File: config.mk
export PLATFORM = sky130hd
export DESIGN_NAME = cmd_host_comm_flat
export DESIGN_NICKNAME = d
export VERILOG_FILES = /design/src/rtl/cmd_host_comm_if.sv /design/src/rtl/cmd_host_comm.sv /design/src/flat_wrapper.sv
export SDC_FILE = /design/constraint.sdc
export NUM_CORES = 1
export LEC_CHECK = 0
export BUFFER_PORTS_ARGS = -buffer_cell sky130_fd_sc_hd__buf_2
export CORE_MARGIN = 1.5
export CORE_UTILIZATION = 57
export CTS_CLUSTER_DIAMETER = 150
export DETAILED_ROUTE_END_ITERATION = 8
export PLACE_DENSITY = 0.75
export RECOVER_POWER = 25
export SLEW_MARGIN = 40
export SYNTH_ARGS = -nofsm -noshare
export SYNTH_HDL_FRONTEND = slang
export SYNTH_SLANG_ARGS = --single-unit
export TNS_END_PERCENT = 20
File: constraint.sdc
create_clock -name clk -period 2.74 [get_ports clk]
set_clock_uncertainty 0.15 [all_clocks]
set_input_delay 0.548 -clock clk [delete_from_list [all_inputs] [get_ports clk]]
set_output_delay 0.548 -clock clk [all_outputs]
set_load 0.03 [all_outputs]
File: src/rtl/cmd_host_comm_if.sv
`default_nettype none
// ============================================================================
// Module   : cmd_host_comm_if
// Purpose  : Command/response handshake bundle between a host user and
//            cmd_host_comm (the link endpoint).
// Signals  : snd_cmd      - 1-cycle request to transmit cmd
//            cmd[15:0]    - command word, sampled when snd_cmd is accepted
//            busy         - command transmission in progress
//            cmd_sent     - 1-cycle pulse when the low-byte stop bit ends
//            resp[7:0]    - last good response byte
//            resp_rdy     - resp valid, sticky until cleared
//            clr_resp_rdy - clears resp_rdy
// Modports : master - the user of the link; slave - the link endpoint
// Revision : 1.0 - initial release
// ============================================================================
interface cmd_host_comm_if;
  logic        snd_cmd;
  logic [15:0] cmd;
  logic        busy;
  logic        cmd_sent;
  logic [7:0]  resp;
  logic        resp_rdy;
  logic        clr_resp_rdy;

  modport master (
    output snd_cmd, cmd, clr_resp_rdy,
    input  busy, cmd_sent, resp, resp_rdy
  );

  modport slave (
    input  snd_cmd, cmd, clr_resp_rdy,
    output busy, cmd_sent, resp, resp_rdy
  );
endinterface
`default_nettype wire

File: src/rtl/cmd_host_comm.sv
`default_nettype none
// ============================================================================
// Module   : cmd_host_comm
// Purpose  : Host-side end of a 2-byte-command / 1-byte-response serial link.
//            Sends a 16-bit command as two 8N1 frames (high byte first) on
//            TX and receives 8-bit response frames on RX. Serializer and
//            deserializer are built in; TX and RX run independently.
// Ports    : clk          - clock
//            rst_n        - asynchronous active-low reset
//            host         - command/response handshake (slave modport)
//            TX           - serial out, idles high
//            RX           - serial in, asynchronous to clk
//            resp_timeout - 1-cycle pulse when no response arrives in time
//                           (present only with RESP_TIMEOUT_EN)
// Config   : `define RESP_TIMEOUT_EN to build the response timeout counter
//            and the resp_timeout port.
// Params   : BAUD_DIV    - clk cycles per bit (>= 4)
//            TIMEOUT_CYC - cycles from cmd_sent to timeout pulse
// Revision : 1.0 - initial release
// ============================================================================
module cmd_host_comm #(
  parameter int BAUD_DIV    = 2604,
  parameter int TIMEOUT_CYC = 1 << 20
) (
  input  logic              clk,
  input  logic              rst_n,
  cmd_host_comm_if.slave    host,
  output logic              TX,
  input  logic              RX
`ifdef RESP_TIMEOUT_EN
  ,
  output logic              resp_timeout
`endif
);

  localparam int            BW         = $clog2(BAUD_DIV);
  localparam logic [BW-1:0] BAUD_LAST  = BW'(BAUD_DIV - 1);
  localparam logic [BW-1:0] HALF_LAST  = BW'(BAUD_DIV / 2 - 1);

  // --------------------------------------------------------------------------
  // TX path
  // --------------------------------------------------------------------------
  typedef enum logic [1:0] {
    TX_IDLE = 2'd0,
    TX_HIGH = 2'd1,
    TX_LOW  = 2'd2
  } tx_state_e;

  tx_state_e     tx_state_q;
  logic [15:0]   cmd_q;
  logic [3:0]    tx_bit_q;
  logic [BW-1:0] tx_cnt_q;
  logic          tx_q;
  logic          busy_q;
  logic          cmd_sent_q;
  logic          tx_accept;
  logic [7:0]    tx_byte;
  logic [3:0]    tx_bit_nxt;

  // Line level for bit position idx of a frame: 0 start, 1..8 data, 9 stop.
  function automatic logic frame_bit(input logic [7:0] b, input logic [3:0] idx);
    logic [3:0] k;
    k = idx - 4'd1;
    if (idx == 4'd0)      return 1'b0;
    else if (idx >= 4'd9) return 1'b1;
    else                  return b[k[2:0]];
  endfunction

  // A request coinciding with the cmd_sent pulse is dropped, not queued.
  assign tx_accept  = (tx_state_q == TX_IDLE) && host.snd_cmd && !cmd_sent_q;
  assign tx_byte    = (tx_state_q == TX_HIGH) ? cmd_q[15:8] : cmd_q[7:0];
  assign tx_bit_nxt = tx_bit_q + 4'd1;

  always_ff @(posedge clk or negedge rst_n) begin
    if (!rst_n) begin
      tx_state_q <= TX_IDLE;
      cmd_q      <= 16'h0000;
      tx_bit_q   <= 4'd0;
      tx_cnt_q   <= '0;
      tx_q       <= 1'b1;
      busy_q     <= 1'b0;
      cmd_sent_q <= 1'b0;
    end else begin
      cmd_sent_q <= 1'b0;
      case (tx_state_q)
        TX_IDLE: begin
          if (tx_accept) begin
            cmd_q      <= host.cmd;
            tx_state_q <= TX_HIGH;
            busy_q     <= 1'b1;
            tx_bit_q   <= 4'd0;
            tx_cnt_q   <= BAUD_LAST;
            tx_q       <= 1'b0;
          end
        end
        TX_HIGH, TX_LOW: begin
          if (tx_cnt_q != '0) begin
            tx_cnt_q <= tx_cnt_q - 1'b1;
          end else begin
            tx_cnt_q <= BAUD_LAST;
            if (tx_bit_q == 4'd9) begin
              tx_bit_q <= 4'd0;
              if (tx_state_q == TX_HIGH) begin
                // Low-byte start bit follows the high-byte stop bit directly.
                tx_state_q <= TX_LOW;
                tx_q       <= 1'b0;
              end else begin
                tx_state_q <= TX_IDLE;
                busy_q     <= 1'b0;
                cmd_sent_q <= 1'b1;
                tx_q       <= 1'b1;
              end
            end else begin
              tx_bit_q <= tx_bit_nxt;
              tx_q     <= frame_bit(tx_byte, tx_bit_nxt);
            end
          end
        end
        default: tx_state_q <= TX_IDLE;
      endcase
    end
  end

  assign TX            = tx_q;
  assign host.busy     = busy_q;
  assign host.cmd_sent = cmd_sent_q;

  // --------------------------------------------------------------------------
  // RX path
  // --------------------------------------------------------------------------
  typedef enum logic [1:0] {
    RX_IDLE  = 2'd0,
    RX_START = 2'd1,
    RX_DATA  = 2'd2,
    RX_STOP  = 2'd3
  } rx_state_e;

  logic          rx_meta_q;
  logic          rx_sync_q;
  logic          rx_prev_q;
  rx_state_e     rx_state_q;
  logic [BW-1:0] rx_cnt_q;
  logic [2:0]    rx_bit_q;
  logic [7:0]    rx_shift_q;
  logic [7:0]    resp_q;
  logic          resp_rdy_q;
  logic          rx_good;

  // Synchronizer and edge-detect history preset to the idle line level so
  // reset release never looks like a start bit.
  always_ff @(posedge clk or negedge rst_n) begin
    if (!rst_n) begin
      rx_meta_q <= 1'b1;
      rx_sync_q <= 1'b1;
      rx_prev_q <= 1'b1;
    end else begin
      rx_meta_q <= RX;
      rx_sync_q <= rx_meta_q;
      rx_prev_q <= rx_sync_q;
    end
  end

  assign rx_good = (rx_state_q == RX_STOP) && (rx_cnt_q == '0) && rx_sync_q;

  // A framing error returns to IDLE; since IDLE needs a 1->0 transition, a
  // line held low is ignored until it has gone high again.
  always_ff @(posedge clk or negedge rst_n) begin
    if (!rst_n) begin
      rx_state_q <= RX_IDLE;
      rx_cnt_q   <= '0;
      rx_bit_q   <= 3'd0;
      rx_shift_q <= 8'h00;
      resp_q     <= 8'h00;
      resp_rdy_q <= 1'b0;
    end else begin
      case (rx_state_q)
        RX_IDLE: begin
          if (rx_prev_q && !rx_sync_q) begin
            rx_state_q <= RX_START;
            rx_cnt_q   <= HALF_LAST;
          end
        end
        RX_START: begin
          if (rx_cnt_q != '0) begin
            rx_cnt_q <= rx_cnt_q - 1'b1;
          end else if (rx_sync_q) begin
            rx_state_q <= RX_IDLE;
          end else begin
            rx_state_q <= RX_DATA;
            rx_cnt_q   <= BAUD_LAST;
            rx_bit_q   <= 3'd0;
          end
        end
        RX_DATA: begin
          if (rx_cnt_q != '0) begin
            rx_cnt_q <= rx_cnt_q - 1'b1;
          end else begin
            rx_cnt_q   <= BAUD_LAST;
            rx_shift_q <= {rx_sync_q, rx_shift_q[7:1]};
            if (rx_bit_q == 3'd7) rx_state_q <= RX_STOP;
            else                  rx_bit_q   <= rx_bit_q + 3'd1;
          end
        end
        RX_STOP: begin
          if (rx_cnt_q != '0) rx_cnt_q   <= rx_cnt_q - 1'b1;
          else                rx_state_q <= RX_IDLE;
        end
        default: rx_state_q <= RX_IDLE;
      endcase

      if (rx_good) resp_q <= rx_shift_q;

      // A fresh byte outranks a clear in the same cycle.
      if (rx_good)                                resp_rdy_q <= 1'b1;
      else if (host.clr_resp_rdy || tx_accept)    resp_rdy_q <= 1'b0;
    end
  end

  assign host.resp     = resp_q;
  assign host.resp_rdy = resp_rdy_q;

  // --------------------------------------------------------------------------
  // Response timeout
  // --------------------------------------------------------------------------
`ifdef RESP_TIMEOUT_EN
  localparam int            TW      = $clog2(TIMEOUT_CYC + 1);
  localparam logic [TW-1:0] TO_LAST = TW'(TIMEOUT_CYC - 1);

  logic [TW-1:0] to_cnt_q;
  logic          to_run_q;
  logic          resp_timeout_q;

  // Counter holds the number of cycles elapsed since cmd_sent, so the pulse
  // lands exactly TIMEOUT_CYC cycles after it.
  always_ff @(posedge clk or negedge rst_n) begin
    if (!rst_n) begin
      to_cnt_q       <= '0;
      to_run_q       <= 1'b0;
      resp_timeout_q <= 1'b0;
    end else begin
      resp_timeout_q <= 1'b0;
      if (cmd_sent_q) begin
        to_run_q <= 1'b1;
        to_cnt_q <= TW'(1);
      end else if (to_run_q) begin
        if (rx_good || tx_accept) begin
          to_run_q <= 1'b0;
        end else if (to_cnt_q == TO_LAST) begin
          to_run_q       <= 1'b0;
          resp_timeout_q <= 1'b1;
        end else begin
          to_cnt_q <= to_cnt_q + 1'b1;
        end
      end
    end
  end

  assign resp_timeout = resp_timeout_q;
`endif

endmodule
`default_nettype wire

File: src/flat_wrapper.sv
// flat-port wrapper written by rule: the top's interface ports become plain ports
module cmd_host_comm_flat 
#(
  parameter int BAUD_DIV    = 2604,
  parameter int TIMEOUT_CYC = 1 << 20
)
  (clk, rst_n, TX, RX, host_snd_cmd, host_cmd, host_clr_resp_rdy, host_busy, host_cmd_sent, host_resp, host_resp_rdy);
  cmd_host_comm_if host_i ();
  input  logic clk;
  input  logic rst_n;
  output logic TX;
  input  logic RX;
  input wire logic [$bits(host_i.snd_cmd)-1:0] host_snd_cmd;
  input wire logic [$bits(host_i.cmd)-1:0] host_cmd;
  input wire logic [$bits(host_i.clr_resp_rdy)-1:0] host_clr_resp_rdy;
  output wire logic [$bits(host_i.busy)-1:0] host_busy;
  output wire logic [$bits(host_i.cmd_sent)-1:0] host_cmd_sent;
  output wire logic [$bits(host_i.resp)-1:0] host_resp;
  output wire logic [$bits(host_i.resp_rdy)-1:0] host_resp_rdy;
  assign host_i.snd_cmd = host_snd_cmd;
  assign host_i.cmd = host_cmd;
  assign host_i.clr_resp_rdy = host_clr_resp_rdy;
  assign host_busy = host_i.busy;
  assign host_cmd_sent = host_i.cmd_sent;
  assign host_resp = host_i.resp;
  assign host_resp_rdy = host_i.resp_rdy;
  cmd_host_comm #(.BAUD_DIV(BAUD_DIV), .TIMEOUT_CYC(TIMEOUT_CYC)) u_core (.clk(clk), .rst_n(rst_n), .host(host_i), .TX(TX), .RX(RX));
endmodule
---- Yosys cells after proc, flatten, opt, wreduce, memory -nomap -nowiden ----
Cells that the tools add are included.
operators by class
  $add $sub $neg .......................... 5
  $lt $le $gt $ge ......................... 2
  eq/ne operators ......................... 20
  muxes and demuxes ....................... 50
  bitwise gates (word level) .............. 1
  reductions and logical operators ........ 27
operator list
  operator                                                               count
  12-bit two-way mux                                                     7
  12-bit one-hot mux with 4 select lines                                 1
  12-bit one-hot mux with 2 select lines                                 1
  12-bit nonzero test                                                    2
  12-bit by 1-bit subtractor with 12-bit output (second input constant)  2
  2-bit two-way mux                                                      10
  1-bit two-way mux                                                      16
  2-bit != test (second input constant)                                  8
  5-bit AND reduction                                                    3
  12-bit zero test                                                       1
  3-bit two-way mux                                                      4
  4-bit two-way mux                                                      3
  3-bit AND reduction                                                    3
  8-bit two-way mux                                                      1
  2-bit by 1-bit != test with 1-bit output (second input constant)       4
  2-bit one-hot mux with 4 select lines                                  1
  4-bit one-hot mux with 2 select lines                                  1
  2-bit == test (second input constant)                                  3
  3-bit one-hot mux with 2 select lines                                  1
  2-bit AND reduction                                                    3
  2-bit nonzero test                                                     3
  1-bit logical AND                                                      5
  4-bit by 1-bit adder with 4-bit output (second input constant)         1
  2-bit by 1-bit == test with 1-bit output (second input constant)       2
  other kinds (16)                                                       19
word-level totals
  bits in registers ....................... 74
  input port bits ......................... 21
  output and inout port bits .............. 12
  word-level logic and storage cells ...... 121

---- Depth between registers and ports, before layout ----
  depth in word-level cells ............... 9
  depth in mapped cells ................... 8
  depth with buffers taken out ............ 7

---- Least setup slack after synthesis ----
OpenSTA, ideal clock, no wires.
  kind .................................... reg-to-reg
  start point ............................. register u_core.tx_state_q[0]
  end point ............................... register u_core.tx_cnt_q[7]
  library setup time ...................... 130 ps
  arrival time ............................ 2012 ps
  data required time ...................... 2460 ps
  slack ................................... 448 ps
  stages on the path, launching flop included .. 9
  path buffers ............................ 1
  clock period less this slack ............ 2292 ps
  cell sequence ........................... dfrtp_1 -> inv_1 -> ha_1 -> clkbuf_1 -> nand2b_1 -> a211o_1 -> or4_1 -> xor2_1 -> nor2_1
between the ends
  cells in the longest elaborated chain, start to end .. 5
ends and longest elaborated chain
  element                                                    line                                      RTL
  start: declaration                                         cmd_host_comm.sv:49                       tx_state_e tx_state_q;
  start signal: assignment                                   cmd_host_comm.sv:76                       tx_state_q <= TX_IDLE;
  start signal: assignment                                   cmd_host_comm.sv:89                       tx_state_q <= TX_HIGH;
  start signal: assignment                                   cmd_host_comm.sv:105                      tx_state_q <= TX_LOW;
  2-bit zero test                                            cmd_host_comm.sv:70, cmd_host_comm.sv:85
  1-bit logical AND (2 in series)                            cmd_host_comm.sv:70                       assign tx_accept = (tx_state_q == TX_IDLE) && host.snd_cmd && !cmd_sent_q;
  2-bit by 1-bit != test with 1-bit output (no source line)  n/a
  2-bit AND reduction (no source line)                       n/a
  end signal: assignment                                     cmd_host_comm.sv:98                       tx_cnt_q <= tx_cnt_q - 1'b1;
  end: declaration                                           cmd_host_comm.sv:52                       logic [BW-1:0] tx_cnt_q;
Several ways; a longest one is shown, not always the timed one.
A chain may end at the register's enable or synchronous reset.

---- Worst setup path after layout ----
  start point ............................. register u_core.rx_cnt_q[7]
  end point ............................... register u_core.resp_q[7], in the netlist u_core.host.resp[7]
between the ends
  cells in the longest elaborated chain, start to end .. 3
ends and longest elaborated chain
  element                          line                  RTL
  start: declaration               cmd_host_comm.sv:142  logic [BW-1:0] rx_cnt_q;
  start signal: assignment         cmd_host_comm.sv:185  rx_cnt_q <= rx_cnt_q - 1'b1;
  start signal: assignment         cmd_host_comm.sv:196  rx_cnt_q <= rx_cnt_q - 1'b1;
  start signal: assignment         cmd_host_comm.sv:205  if (rx_cnt_q != '0) rx_cnt_q <= rx_cnt_q - 1'b1;
  12-bit zero test                 cmd_host_comm.sv:163  assign rx_good = (rx_state_q == RX_STOP) && (rx_cnt_q == '0) && rx_sync_q;
  1-bit logical AND (2 in series)  cmd_host_comm.sv:163
  end signal: assignment           cmd_host_comm.sv:211  if (rx_good) resp_q <= rx_shift_q;
  end: declaration                 cmd_host_comm.sv:145  logic [7:0] resp_q;
No other way between the ends.

==> results.txt <==
* Status: complete, no violations
* Flip-flop and latch count after synthesis: 74
- Capture point of the critical path: u_core.host.resp[7]
* Data arrival, critical path: 2550 ps
- Once detailed placement completed, the half-perimeter wirelength came to 5300 um.
- Power per unit of standard cell area: 1080 nW/um^2
- Internal power contribution: 2820 uW
* Mean area per synthesized cell: between 10 and 15 um^2
- Standard cell core area: 6420 um^2
- Category of the critical setup timing path: reg -> reg
- The worst register-to-register path ends at u_core.host.resp[7].
- Number of warnings printed during yosys synthesis: 0
- The count of nets left with antenna violations once routing finished came out at 0.
* Sequential fraction of design power: 0.362
- The number of antenna violations at the first check in global routing is 0.
- Proportion of synthesized flip-flops having asynchronous set or reset: 1.00
* EDFF count, synth: 0
- Clock group share of total power: 0.205
* Peak ir drop on the vdd network: 0.000735 V
- For the pin with the worst max-slew slack, the measured transition is 1180 ps.
- Number of buffers inserted by port buffering: 32
* Maximum Capacitance Violations: 0
* Launching point of the worst reg2reg path: u_core.rx_cnt_q[7]
* Final-report hold violation count: 0
* Worst Reg2Reg Path Length in Cells: 4
- Setup violations remaining at the end of the flow were counted as 0.
* Clock Sink Count: 74
- The worst hold path belongs to the class in -> reg.
- Of the available clock period, the critical path in the final layout requires 0.896.
* Number of instances in the synthesized netlist: 345
- Sequential-to-total area share from yosys stat: 0.482
- Setup slack closes at between 200 and 300 ps.
- Number of search-and-repair iterations in the first detailed-routing pass: 4
* Pre-CTS setup slack: 348 ps
- DRC marker count from the first detailed-route iteration: 114
- In this run the static leakage power is roughly 0.0020 uW.
- In this run the core area contains 29 standard-cell rows.
- Width of the die: 85.2 um
- Sum of overflow across all layers after global routing: 0
- With fillers left out, the area of the finished cells amounts to 4330 um^2.
- Buffers inserted to repair hold after CTS numbered 0.
- After layout, the minimum clock period comes to 2460 ps.
- Buffers added to address setup during post-CTS repair amount to 0.
* Switching share of power: 0.394
* Clock latency on the worst-skew pair: 350 ps
* Ratio of cells with drive above 1 in the final layout: 0.269
- TritonCTS built the clock tree.
- Total Power: 4660 uW
- Die boundary height: 85.2 um
- Post-synth net total: around 380
- Setup repair after global routing missed its margin: false
* GRT Util Overall: 0.227
* Maximum clock frequency: ~0.4 GHz
- Setup tns final: 0 ps
* Clock transition at the registers of the reported paths: 80 ps
- Via count: 2766
- Final Instance Count excl. Fillers: roughly 460
- Maximum buffer depth of the clock tree: 2
* Worst path required time: ~2800 ps
* Wirelength per Cell: 16.1 um
- Once placement completed, the tool counted placed cells totaling 448.
- Worst R2R Setup Slack: between 200 and 300 ps
- STA classifies the critical path startpoint as a register.
- 0 antenna diodes ended up in the layout.
- Psw: 1840 uW
* Count of different cell masters after synthesis: 62
* CTS H-tree lvls: 3
- TritonCTS created 9 clock buffers.
- STA classifies the critical path endpoint as a register.
- From synthesis to final layout, the design area changed by 12.4%.
* Synth Cell Area: a little under 4000 um^2
- GP Congestion: 0.886
- The final layout contains 420 nets.
- Boundary Pins: 33
- Entering global routing, the biggest net connects between 40 and 50 pins.
- In this run the worst path has a maximum fanout of 9.
- Post-placement cell area: 4100 um^2
- The number of global-route vias before repair is 2766.
- Of the total power, combinational logic draws 0.434.
* Post_cts resized: 0
- In the routed layout, each cell is associated on average with a via count of 5.96.
- Full die area: between 7000 and 8000 um^2
* Count of pins over their slew limit: 0
* Leading register cell type out of synthesis: sky130_fd_sc_hd__dfrtp_1
- For this configuration, the core starts out at a cell density of 0.599.
- For this block, the routed nets add up to roughly 7500 um of wire.
- Tracing the worst setup path back leads to its startpoint at u_core.rx_cnt_q[7].
- In this run the clock root is driven by a sky130_fd_sc_hd__clkbuf_8.
* Global-route wire length before repair: around 13000 um
* DRC Markers: 0
* Max-slew headroom: 0.214
-- state kept, by name, indices dropped and copies added (netlist names), 2 cells and up, named ones only --
| signal | flops |
|---|---|
| u_core.tx_bit_q | 4 |
| u_core.rx_bit_q | 3 |
| u_core.tx_state_q | 2 |
| u_core.host.resp | 8 |
| u_core.cmd_q | 16 |
| u_core.tx_cnt_q | 12 |
| u_core.rx_cnt_q | 12 |
| u_core.rx_shift_q | 8 |
-- worst max-delay path: stages, from the launching register on --
cell and delay, ps:
sky130_fd_sc_hd__dfrtp_1 440, sky130_fd_sc_hd__nor3_1 500, sky130_fd_sc_hd__and4_1 380, sky130_fd_sc_hd__and3_1 480, sky130_fd_sc_hd__mux2_2 390
-- cell usage after synthesis, types with 3 or more instances --
cell                         n  area share
sky130_fd_sc_hd__dfstp_2     4       0.027
sky130_fd_sc_hd__a21oi_1    13       0.017
sky130_fd_sc_hd__nor4_1      4      0.0065
sky130_fd_sc_hd__mux4_2      4       0.023
sky130_fd_sc_hd__o21ai_0    19       0.025
sky130_fd_sc_hd__nand3b_1    3      0.0059
sky130_fd_sc_hd__ha_1       17       0.055
sky130_fd_sc_hd__nor3_1      7      0.0091
sky130_fd_sc_hd__xor2_1      6       0.014
sky130_fd_sc_hd__nor3b_1     4      0.0078
sky130_fd_sc_hd__dfrtp_1    70        0.46
sky130_fd_sc_hd__nor2_1     25       0.024
sky130_fd_sc_hd__a22o_1      5       0.011
sky130_fd_sc_hd__or4_1       3      0.0059
sky130_fd_sc_hd__xnor2_1     4      0.0091
sky130_fd_sc_hd__mux2_2     35        0.10
sky130_fd_sc_hd__or3_1       5      0.0081
sky130_fd_sc_hd__o2bb2ai_1   3      0.0068
sky130_fd_sc_hd__o31ai_1     3      0.0059
sky130_fd_sc_hd__a22oi_1     3      0.0059
sky130_fd_sc_hd__nand3_1    10       0.013
sky130_fd_sc_hd__inv_1      17       0.017
sky130_fd_sc_hd__o22a_1      4      0.0091
sky130_fd_sc_hd__nand2b_1    4      0.0065
sky130_fd_sc_hd__nand2_1    18       0.018
sky130_fd_sc_hd__o21a_1      4      0.0078
sky130_fd_sc_hd__and3_1      3      0.0049
sky130_fd_sc_hd__clkbuf_1    6      0.0059
-- how the worst min path moves through the flow --
| stage | from | end | slack [ps] | cells after the start |
|---|---|---|---|---|
| 2_1_floorplan | rst_n | asynchronous set/reset pin | 100 | 0 |
| 6_report | RX | u_core.rx_meta_q | 130 | 1 |
| 3_5_place_dp | u_core.rx_meta_q | u_core.rx_sync_q | 200 | 0 |
| 3_3_place_gp | u_core.rx_meta_q | u_core.rx_sync_q | 200 | 0 |
| 4_1_cts | rst_n | u_core.cmd_q[7] | 60 | 1 |
| 5_1_grt | RX | u_core.rx_meta_q | 110 | 1 |
-- layout make-up --
cell class                      instances  area, um^2
Timing Repair Buffer                   35         195
Clock buffer                            9         124
Sequential cell                        74        1860
Fill cell                             497        2100
Multi-Input combinational cell        245        1890
Tap cell                               77        96.3
Clock inverter                          7         101
Inverter                               17        63.8
-- logic make-up (layout without fill, tap and decap cells) --
| kind of cell | count (synthesis) | count (layout) | share of synthesized area |
|---|---|---|---|
| compound gates | 75 | 75 | 0.135 |
| xor+xnor | 11 | 11 | 0.0286 |
| fa+ha+maj | 17 | 17 | 0.0553 |
| buf+inv | 26 | 68 | 0.0267 |
| flops | 74 | 74 | 0.482 |
| mux | 40 | 40 | 0.128 |
| simple gates | 102 | 102 | 0.143 |
-- per-layer routing --
metal  part of all wire  global-route usage  vias up
met4              0.023              0.0894        0
met3              0.042              0.0671       14
met5                  0                   0        -
li1                   -                   -     1333
met1               0.44               0.288     1365
met2               0.49               0.366       54
-- cell usage in the layout (no fill, tap or decap), types with 3 or more instances in the layout --
| cell type | n |
|---|---|
| sky130_fd_sc_hd__xor2_1 | 6 |
| sky130_fd_sc_hd__o31ai_1 | 3 |
| sky130_fd_sc_hd__nand2_1 | 18 |
| sky130_fd_sc_hd__dfstp_2 | 3 |
| sky130_fd_sc_hd__nor3_1 | 7 |
| sky130_fd_sc_hd__nor4_1 | 4 |
| sky130_fd_sc_hd__nor3b_1 | 4 |
| sky130_fd_sc_hd__buf_2 | 31 |
| sky130_fd_sc_hd__a21oi_1 | 13 |
| sky130_fd_sc_hd__nor2_1 | 25 |
| sky130_fd_sc_hd__or3_1 | 5 |
| sky130_fd_sc_hd__clkbuf_8 | 9 |
| sky130_fd_sc_hd__o21a_1 | 4 |
| sky130_fd_sc_hd__a22o_1 | 5 |
| sky130_fd_sc_hd__nand2b_1 | 4 |
| sky130_fd_sc_hd__dfrtp_1 | 70 |
| sky130_fd_sc_hd__o21ai_0 | 19 |
| sky130_fd_sc_hd__o2bb2ai_1 | 3 |
| sky130_fd_sc_hd__mux4_2 | 4 |
| sky130_fd_sc_hd__ha_1 | 17 |
| sky130_fd_sc_hd__or4_1 | 3 |
| sky130_fd_sc_hd__inv_1 | 17 |
| sky130_fd_sc_hd__o22a_1 | 4 |
| sky130_fd_sc_hd__nand3_1 | 10 |
| sky130_fd_sc_hd__mux2_2 | 35 |
| sky130_fd_sc_hd__a22oi_1 | 3 |
| sky130_fd_sc_hd__and3_1 | 3 |
| sky130_fd_sc_hd__xnor2_1 | 4 |
| sky130_fd_sc_hd__nand3b_1 | 3 |
-- stage by stage --
stage	hold slack, ps	utilization
6_report	131	0.674
5_1_grt	107	0.674
4_1_cts	59.0	0.674
3_5_place_dp	199	0.639
3_3_place_gp	197	0.639
2_1_floorplan	102	-
-- power by group through the flow --
| stage | clock network, uW | logic (uW) | registers (uW) |
|---|---|---|---|
| after floorplan | 0 | 1630 | 1600 |
| after global placement | 0 | 1950 | 1680 |
| after detailed placement | 0 | 2010 | 1690 |
| after CTS | 975 | 2020 | 1670 |
| after global routing | 1020 | 2280 | 1730 |
| final | 952 | 2020 | 1680 |
Power figures use the tool's default switching activity.
